<file path="src/rtl/layer_lut_sched_if.sv">
// Signal bundle for the shared-LUT layer scheduler: input vector stream, result stream and config port.
interface layer_lut_sched_if #(
    parameter int NUM_NEURONS = 8,
    parameter int NUM_INPUTS  = 8
);
    localparam int NW = $clog2(NUM_NEURONS);
    localparam int IW = $clog2(NUM_INPUTS);

    logic                     in_valid;
    logic                     in_ready;
    logic [2*NUM_INPUTS-1:0]  in_data;
    logic                     out_valid;
    logic                     out_ready;
    logic [2*NUM_NEURONS-1:0] out_data;
    logic                     cfg_we;
    logic                     cfg_sel;
    logic [NW+5:0]            cfg_addr;
    logic [3*IW-1:0]          cfg_data;
    logic                     cfg_err;
    logic                     busy;

    modport slave (
        input  in_valid, in_data, out_ready, cfg_we, cfg_sel, cfg_addr, cfg_data,
        output in_ready, out_valid, out_data, cfg_err, busy
    );

    modport master (
        output in_valid, in_data, out_ready, cfg_we, cfg_sel, cfg_addr, cfg_data,
        input  in_ready, out_valid, out_data, cfg_err, busy
    );
endinterface

</file>
<file path="src/rtl/layer_lut_sched.sv">
// Evaluates one layer of fan-in-3 LUT neurons by walking every neuron through a single
// synchronous-read LUT, one neuron per cycle, then presents the packed result vector.
module layer_lut_sched #(
    parameter int NUM_NEURONS = 8,
    parameter int NUM_INPUTS  = 8
) (
    input logic              clk,
    input logic              rst_n,
    layer_lut_sched_if.slave bus
);
    localparam int NW        = $clog2(NUM_NEURONS);
    localparam int IW        = $clog2(NUM_INPUTS);
    localparam int LUT_WORDS = NUM_NEURONS * 64;
    localparam logic [NW-1:0] LAST_N = NW'(NUM_NEURONS - 1);

    typedef enum logic [1:0] {IDLE, EVAL, DRAIN, DONE} state_t;
    state_t state, state_nxt;

    logic [NW-1:0]            n;
    logic [1:0]               act  [NUM_INPUTS];
    logic [IW-1:0]            conn [NUM_NEURONS][3];
    logic [1:0]               lut  [LUT_WORDS];
    logic [1:0]               lut_q;
    logic                     rd_pend;
    logic [NW-1:0]            rd_slot;
    logic                     rst_done;
    logic [2*NUM_NEURONS-1:0] out_q;
    logic                     cfg_err_q;
    logic [5:0]               rd_addr_lo;
    logic [NW+5:0]            rd_addr;
    logic                     idle;
    logic                     accept;
    logic                     cfg_ok;

    // rst_done keeps in_ready low until the first clock edge after reset is released.
    assign idle          = (state == IDLE);
    assign cfg_ok        = bus.cfg_we && idle;
    assign bus.in_ready  = rst_done && idle && !bus.cfg_we;
    assign accept        = bus.in_valid && bus.in_ready;
    assign bus.busy      = !idle;
    assign bus.out_valid = (state == DONE);
    assign bus.out_data  = out_q;
    assign bus.cfg_err   = cfg_err_q;

    always_comb begin
        rd_addr_lo = '0;
        for (int k = 0; k < 3; k++)
            rd_addr_lo[2*k +: 2] = act[conn[n][k]];
    end
    assign rd_addr = {n, rd_addr_lo};

    always_ff @(posedge clk or negedge rst_n) begin
        if (!rst_n)
            state <= IDLE;
        else
            state <= state_nxt;
    end

    always_comb begin
        state_nxt = state;
        case (state)
            IDLE:    if (accept) state_nxt = EVAL;
            EVAL:    if (n == LAST_N) state_nxt = DRAIN;
            DRAIN:   state_nxt = DONE;
            DONE:    if (bus.out_ready) state_nxt = IDLE;
            default: state_nxt = IDLE;
        endcase
    end

    // A read issued in EVAL lands in lut_q one edge later and is stored into its slot on the next.
    always_ff @(posedge clk or negedge rst_n) begin
        if (!rst_n) begin
            n         <= '0;
            rd_pend   <= 1'b0;
            rd_slot   <= '0;
            out_q     <= '0;
            cfg_err_q <= 1'b0;
            rst_done  <= 1'b0;
            for (int i = 0; i < NUM_INPUTS; i++)
                act[i] <= '0;
            for (int j = 0; j < NUM_NEURONS; j++)
                for (int k = 0; k < 3; k++)
                    conn[j][k] <= '0;
        end else begin
            rst_done  <= 1'b1;
            cfg_err_q <= bus.cfg_we && !idle;
            rd_pend   <= (state == EVAL);
            rd_slot   <= n;
            if (accept) begin
                n <= '0;
                for (int i = 0; i < NUM_INPUTS; i++)
                    act[i] <= bus.in_data[2*i +: 2];
            end else if (state == EVAL) begin
                n <= n + 1'b1;
            end
            if (rd_pend)
                out_q[2*rd_slot +: 2] <= lut_q;
            if (cfg_ok && bus.cfg_sel)
                for (int k = 0; k < 3; k++)
                    conn[bus.cfg_addr[NW+5:6]][k] <= bus.cfg_data[IW*k +: IW];
        end
    end

    // LUT contents survive reset; software must program them before the first vector.
    always_ff @(posedge clk) begin
        if (cfg_ok && !bus.cfg_sel)
            lut[bus.cfg_addr] <= bus.cfg_data[1:0];
        lut_q <= lut[rd_addr];
    end
endmodule

</file>
<file path="src/flat_wrapper.sv">
// flat-port wrapper written by rule: the top's interface ports become plain ports
module layer_lut_sched_flat 
#(
    parameter int NUM_NEURONS = 8,
    parameter int NUM_INPUTS  = 8
)
  (clk, rst_n, bus_in_valid, bus_in_data, bus_out_ready, bus_cfg_we, bus_cfg_sel, bus_cfg_addr, bus_cfg_data, bus_in_ready, bus_out_valid, bus_out_data, bus_cfg_err, bus_busy);
  layer_lut_sched_if #(.NUM_NEURONS(NUM_NEURONS), .NUM_INPUTS(NUM_INPUTS)) bus_i ();
  input logic clk;
  input logic rst_n;
  input wire logic [$bits(bus_i.in_valid)-1:0] bus_in_valid;
  input wire logic [$bits(bus_i.in_data)-1:0] bus_in_data;
  input wire logic [$bits(bus_i.out_ready)-1:0] bus_out_ready;
  input wire logic [$bits(bus_i.cfg_we)-1:0] bus_cfg_we;
  input wire logic [$bits(bus_i.cfg_sel)-1:0] bus_cfg_sel;
  input wire logic [$bits(bus_i.cfg_addr)-1:0] bus_cfg_addr;
  input wire logic [$bits(bus_i.cfg_data)-1:0] bus_cfg_data;
  output wire logic [$bits(bus_i.in_ready)-1:0] bus_in_ready;
  output wire logic [$bits(bus_i.out_valid)-1:0] bus_out_valid;
  output wire logic [$bits(bus_i.out_data)-1:0] bus_out_data;
  output wire logic [$bits(bus_i.cfg_err)-1:0] bus_cfg_err;
  output wire logic [$bits(bus_i.busy)-1:0] bus_busy;
  assign bus_i.in_valid = bus_in_valid;
  assign bus_i.in_data = bus_in_data;
  assign bus_i.out_ready = bus_out_ready;
  assign bus_i.cfg_we = bus_cfg_we;
  assign bus_i.cfg_sel = bus_cfg_sel;
  assign bus_i.cfg_addr = bus_cfg_addr;
  assign bus_i.cfg_data = bus_cfg_data;
  assign bus_in_ready = bus_i.in_ready;
  assign bus_out_valid = bus_i.out_valid;
  assign bus_out_data = bus_i.out_data;
  assign bus_cfg_err = bus_i.cfg_err;
  assign bus_busy = bus_i.busy;
  layer_lut_sched #(.NUM_NEURONS(NUM_NEURONS), .NUM_INPUTS(NUM_INPUTS)) u_core (.clk(clk), .rst_n(rst_n), .bus(bus_i));
endmodule
</file>
<file path="config.mk">
export PLATFORM = sky130hd
export DESIGN_NAME = layer_lut_sched_flat
export DESIGN_NICKNAME = d
export VERILOG_FILES = /design/src/rtl/layer_lut_sched_if.sv /design/src/rtl/layer_lut_sched.sv /design/src/flat_wrapper.sv
export SDC_FILE = /design/constraint.sdc
export NUM_CORES = 2
export LEC_CHECK = 0
export BUFFER_PORTS_ARGS = -buffer_cell sky130_fd_sc_hd__buf_2
export CAP_MARGIN = 10
export CORE_MARGIN = 3
export CORE_UTILIZATION = 47
export DETAILED_ROUTE_END_ITERATION = 12
export PLACE_DENSITY = 0.66
export SLEW_MARGIN = 20
export SYNTH_ARGS = -nofsm -noshare
export SYNTH_HDL_FRONTEND = slang
export SYNTH_SLANG_ARGS = --single-unit
</file>
<file path="constraint.sdc">
create_clock -name clk -period 8.9 [get_ports clk]
set_input_delay 1.78 -clock clk [delete_from_list [all_inputs] [get_ports clk]]
set_output_delay 1.78 -clock clk [all_outputs]
set_load 0.005 [all_outputs]
</file>
### Word-level counts from Yosys, hierarchy flattened

Memory sizes are Yosys's and may differ from the RTL's. A register that Yosys moved wholly into a read port is not among the register bits.
Index checks and enable logic that the tools add are counted.

* shift-type cells: 2
* $add $sub $neg: 2
* order comparisons: 6
* equal/unequal tests: 7
* reduce and logical (&&, ||, !) cells: 14
* multiplexer cells: 30
* bitwise gates (word level): 5

Operators by type and width (number)
* bitwise mux 72 bit: 3
* demux 9 bit (select 3 bit): 3
* negation 4 -> 34 bit: 1
* variable shift 2 x 34 -> 16 bit (first input constant): 1
* variable part select 2 x 34 -> 16 bit: 1
* binary-select mux 9 bit (select 3 bit): 1
* 2-to-1 mux 9 bit: 3
* greater-or-equal comparator 4 bit (second input constant): 5
* NOT 3 -> 4 bit: 5
* binary-select mux 2 bit (select 3 bit): 3
* 2-to-1 mux 2 bit: 9
* bitwise mux 16 bit: 1
* 2-to-1 mux 3 bit: 3
* logical AND 1 bit: 8
* case mux 2 bit (4 select lines): 1
* 2-to-1 mux 6 bit: 1
* equality test 2 bit (second input constant): 2
* < comparator 4 x 1 -> 1 bit (second input constant): 1
* != test 2 bit (second input constant): 2
* adder 3 x 1 -> 3 bit (second input constant): 1
* equality test 3 bit (second input constant): 1
* logical NOT 1 bit: 3
* AND reduction 3 bit: 1
* equality test 2 x 1 -> 1 bit (second input constant): 1
* other kinds (4): 5

* memory bits (writable): 1024
* register bits after elaboration: 115
* memories kept: 1

Memory list
* u_core.lut: words 512, bits a word 2, rd ports 1, clocked after memory_dff 1, write ports 1, line layer_lut_sched.sv:22 `logic [1:0] lut [LUT_WORDS];`

### Logic depth before layout (Yosys ltp)

* depth in word-level cells: 8
* gate-level depth with buffers: 19
* gate-level depth less buffers: 12

### Least setup slack after synthesis

Ideal clock, no wire load.

* kind: input-to-output
* from: in bus_cfg_we
* to: out bus_in_ready
* data arrival time: 1936 ps
* required time: 7120 ps
* buffers on the path: 0
* cell stages on the path: 1
* path slack: 5184 ps
* path through: nor2_1

* word-level cells in the longest chain between the ends: 2

Ends and longest elaborated chain
* start: declaration: line flat_wrapper.sv:14 `input wire logic [$bits(bus_i.cfg_we)-1:0] bus_cfg_we;`
* logical NOT 1 bit: line layer_lut_sched.sv:38 `assign bus.in_ready = rst_done && idle && !bus.cfg_we;`
* logical AND 1 bit: line layer_lut_sched.sv:38
* end: declaration: line flat_wrapper.sv:18 `output wire logic [$bits(bus_i.in_ready)-1:0] bus_in_ready;`

Every way passes these cells.

### Worst setup path in the final report

* from: reg u_core.n[2]
* to: reg u_core.lut_q[1], read port of u_core.lut

* word-level cells in the longest chain between the ends: 8

Ends and longest elaborated chain
* start: declaration: line layer_lut_sched.sv:19 `logic [NW-1:0] n;`
* start signal: assignment: line layer_lut_sched.sv:94 `n <= n + 1'b1;`
* NOT 3 -> 4 bit (not written as such): line layer_lut_sched.sv:48 `rd_addr_lo[2*k +: 2] = act[conn[n][k]];`
* binary-select mux 9 bit (select 3 bit): line layer_lut_sched.sv:48
* 2-to-1 mux 9 bit (not written as such) (2 in series): line layer_lut_sched.sv:48
* NOT 3 -> 4 bit (not written as such): line layer_lut_sched.sv:48
* binary-select mux 2 bit (select 3 bit): line layer_lut_sched.sv:48
* 2-to-1 mux 2 bit (not written as such) (2 in series): line layer_lut_sched.sv:48
* end: declaration: line layer_lut_sched.sv:23 `logic [1:0] lut_q;`

Parallel ways exist; a longest one is shown, timed or not. The select of a mux whose other input is x is not followed.
A chain may end at the register's enable or synchronous reset.

==> results.md <==
- TritonCTS built the clock tree.
- The initial antenna violation count was 5.
- The path class of the tightest hold or removal check is reg2reg.
- In the synthesized netlist, the number of instances is 3,928.
- The count of cells along the worst hold path is 2.
- The run finished with clean final reports.
- The clock drives 1,141 sinks.
- The number of antenna diodes in the final layout is 0.
- The deepest level of the CTS H-tree is 3.
- The sequential cells in the finished layout cover a total of 33,700 sq um.
- The number of synthesis warnings is 0.
- Global routing finished with a remaining overflow of 0.
- For this run, asynchronously set or reset flops after synthesis account for 10.1%.
- The initial core utilization is 47.5%.
- The critical path goes through inv_1 > mux4_2 > mux2i_1 > a22oi_2 > buf_4 > nand2_8 > buf_4 > mux2i_1 > a32oi_1 > a21oi_1 > o31ai_1 > a31oi_1 > nor4b_1 > a211oi_1.
- The launching instance or port of the critical path is u_core.n[2].
- Broken down by cell family, the worst path's largest delay share belongs to buffers and inverters.
- At the pin with the least slew margin, the transition time is 1.13 ns.
- In this run the worst path has a maximum fanout of 95.
- The layout cell share with drive strength beyond 1 is 10.4%.
- The die is 327 um tall.
- The number of core rows is 117.
- The via count of the first global-routing pass is 31,049.
- The worst hold slack is 0.470 ns.
- The cell at the root of the clock tree is clkbuf_16.
- In the final layout, the multi-input gates occupy 13,400 sq um.
- After synthesis the netlist holds a flip-flop and latch count of 1,141.
- The total of hold buffers inserted after clock tree synthesis is 0.
- The total CTS buffers is 110.
- The post-route fraction of the period consumed by the critical path is 71.1%.
- The number of different library cells used by synthesis comes to 67.
- The headroom to the max-slew limit is 24.3%.
- The path with the worst hold slack has its endpoint at u_core.bus.out_data[3].
- The first global-routing pass estimated 193,000 um of wire.
- Counting both buffers and inverters, the worst setup path holds a total of 3.
- The start-to-end type of the worst setup path is reg2reg.
- Counting buffers and inverters, the worst setup path is 14 cells deep.
- The number of max-slew violations in the final report was 0.
- The final-report setup violation count is 0.
- The synthesized netlist occupies a cell area of 48,400 sq um.
- On the worst path, the slowest cell contributes a delay of 0.84 ns.
- For this run, design rule violations remaining after detail routing come to 0.
- Setup repair after global routing left no endpoint under its margin.
- After detailed routing, the number of vias per cell comes to 5.99.
- After filler insertion, the fill cell instance count of the layout stands at 8,735.
- Dividing the detail-routed wire length by the instance count gives 24.3 um.
- The number of nets in the final layout is 3,919.
- The library cell used most frequently in the layout, excluding fill and tap cells, is edfxtp_1.
- The horizontal die dimension is 327 um.
- Yosys mapped a number of flops with a built-in enable equal to 1,024.
- The length in cells of the worst reg-to-reg path is 14.
- The count of buffers added on input and output ports is 59.
- In the layout the commonest cells are edfxtp_1 (1,024), nand2_1 (967), nor2_1 (537), nand3_1 (223), dfrtp_1 (114).
- The worst hold path begins at u_core.bus.out_data[3].
- Data on the critical path is required at its endpoint by 9.42 ns.
- In the global route stage, overall resource usage came out at 23.8%.
- The internal reg-to-reg setup slack is 2.57 ns.
- The signed area change from the synthesized netlist to the final layout is 9.60%.
- The via count is 31,935.
- The smallest clock period supported by the final layout is computed as 6.33 ns.
- The part of the Yosys area used for sequential elements is 69.5%.
- The total half-perimeter wirelength after legalization and detailed placement is 69,500 um.
- The die covers 107,000 sq um.
- STA puts the critical path data arrival time at 6.85 ns.
- STA classifies the critical path endpoint as a register.
- Routability-driven placement finished with a final weighted congestion of 0.807.
- The clock latency on the worst-skew pair is 0.70 ns.
- The average size of a mapped cell is 12.3 sq um.
- The worst register-to-register path ends at u_core.lut_q[1].
- The count of boundary I/O pins is 60.
- In the synthesized netlist the dominant register cell turns out to be edfxtp_1.
- The number of antenna-violating nets in the routed design is 0.
- The slowest stage cell on the critical path is inv_1.
- Max-cap violations in this run came to 0.
- The count of TritonRoute iterations in the first routing pass is 7.
- After the first detailed-routing iteration, the DRC count stood at 3,835.
- Clock skew on the completed layout was measured at 0.0262 ns.
- The clock-pin slew on the worst setup and hold paths is 0.06 ns.
- Wires add up to 129,000 um.
- The maximum buffer depth of the clock tree is 3.
- Once the clock tree was built, the resizer swapped 0 gates to a different size.
- Derived from the worst setup path, the maximum achievable clock frequency is 0.158 GHz.
- The setup fix buffers added after clock tree synthesis is 0.
- The sum of negative setup slack is 0 ns.
- The number of nets handed over by synthesis was 3,979.
- The startpoint identified for the worst register-to-register timing path is u_core.n[2].
- The count of endpoints failing hold in the final timing report is 0.
- The largest net degree at the start of global routing is 219.
- STA classifies the critical path startpoint as a register.
- The area of the core is 102,000 sq um.
metal layers:
metal	wire length, um	GRT usage (%)
met1	52700	32.9
met5	46	0
met3	11400	4.35
met4	5170	8.88
met2	60000	37.7
how the worst max path moves through the flow:
| stage | end | slack (ns) |
|---|---|---|
| floorplan | bus_in_ready | 5.18 |
| global placement | u_core.lut_q[1] | 2.70 |
| detailed placement | u_core.lut_q[1] | 2.66 |
| CTS | u_core.lut_q[1] | 2.65 |
| global route | u_core.lut_q[1] | 2.37 |
| finish | u_core.lut_q[1] | 2.57 |
cells by family after synthesis:
| logic type | synth area share [%] |
|---|---|
| adders and majority gates | 0.284 |
| muxes | 5.04 |
| xor gates and xnor gates | 0.0181 |
| DFF | 69.5 |
| AOI/OAI and AO/OA | 5.54 |
| buffers and inverters | 3.17 |
| and+or+nand+nor | 16.4 |
| other | 0.00774 |
per-stage QoR:
stage	util, %	instance area, sq um	setup slack, ns	std cells
3_5_place_dp	48.6	49600	2.66	5124
5_1_grt	52.0	53100	2.37	5332
6_report	52.0	53100	2.57	5332
4_1_cts	52.0	53100	2.65	5332
2_1_floorplan	-	48400	5.18	3928
3_3_place_gp	48.6	49600	2.70	5124
cell type report:
class	instances	area share, %
clock buffers	143	5.61
clock inverters	65	0.914
inverters	10	0.0707
multi-input cells	2489	25.2
flip-flops and latches	1141	63.4
well taps	1368	3.22
repair buffers	116	1.55
cells in the mapped netlist (16+ instances only):
library cell  number  area, sq um
edfxtp_1        1024        30700
buf_6             19          214
dfrtp_1          115         2880
nand4_1           36          225
nor2_1           540         2030
buf_2             91          455
buf_4             39          293
mux4_2            17          383
nand3_1          227         1140
and3_1            83          519
mux2_2            77          867
a311oi_1          92          806
nand2_1          981         3680
nor3_1            16         80.1
a211oi_1          38          285
clkbuf_1         124          465
o21ai_0           20          100
mux2i_1          101         1010
a31oi_1           73          457
a32oi_1           50          438
flip-flops by register name (all words and copies together), names as in the netlist:
register and flops:
u_core.bus.cfg_err 1, u_core.bus.out_data 16, u_core.lut 1024, u_core.n 3, u_core.rst_done 1, u_core.lut_q 2, u_core.conn 72, u_core.rd_slot 3
u_core.act 16, u_core.state 2, u_core.rd_pend 1
worst register-to-register path: cells and delay by family, from the launching register on:
kind	cells	cell delay, ns
muxes	3	1.03
AOI/OAI and AO/OA	6	1.33
and+or+nand+nor	2	1.32
DFF	1	0.50
buffers and inverters	3	1.98
Power is left out: the tool's default activity adds up to more than one toggle a clock period on the data nets, which glitch-free logic cannot reach.
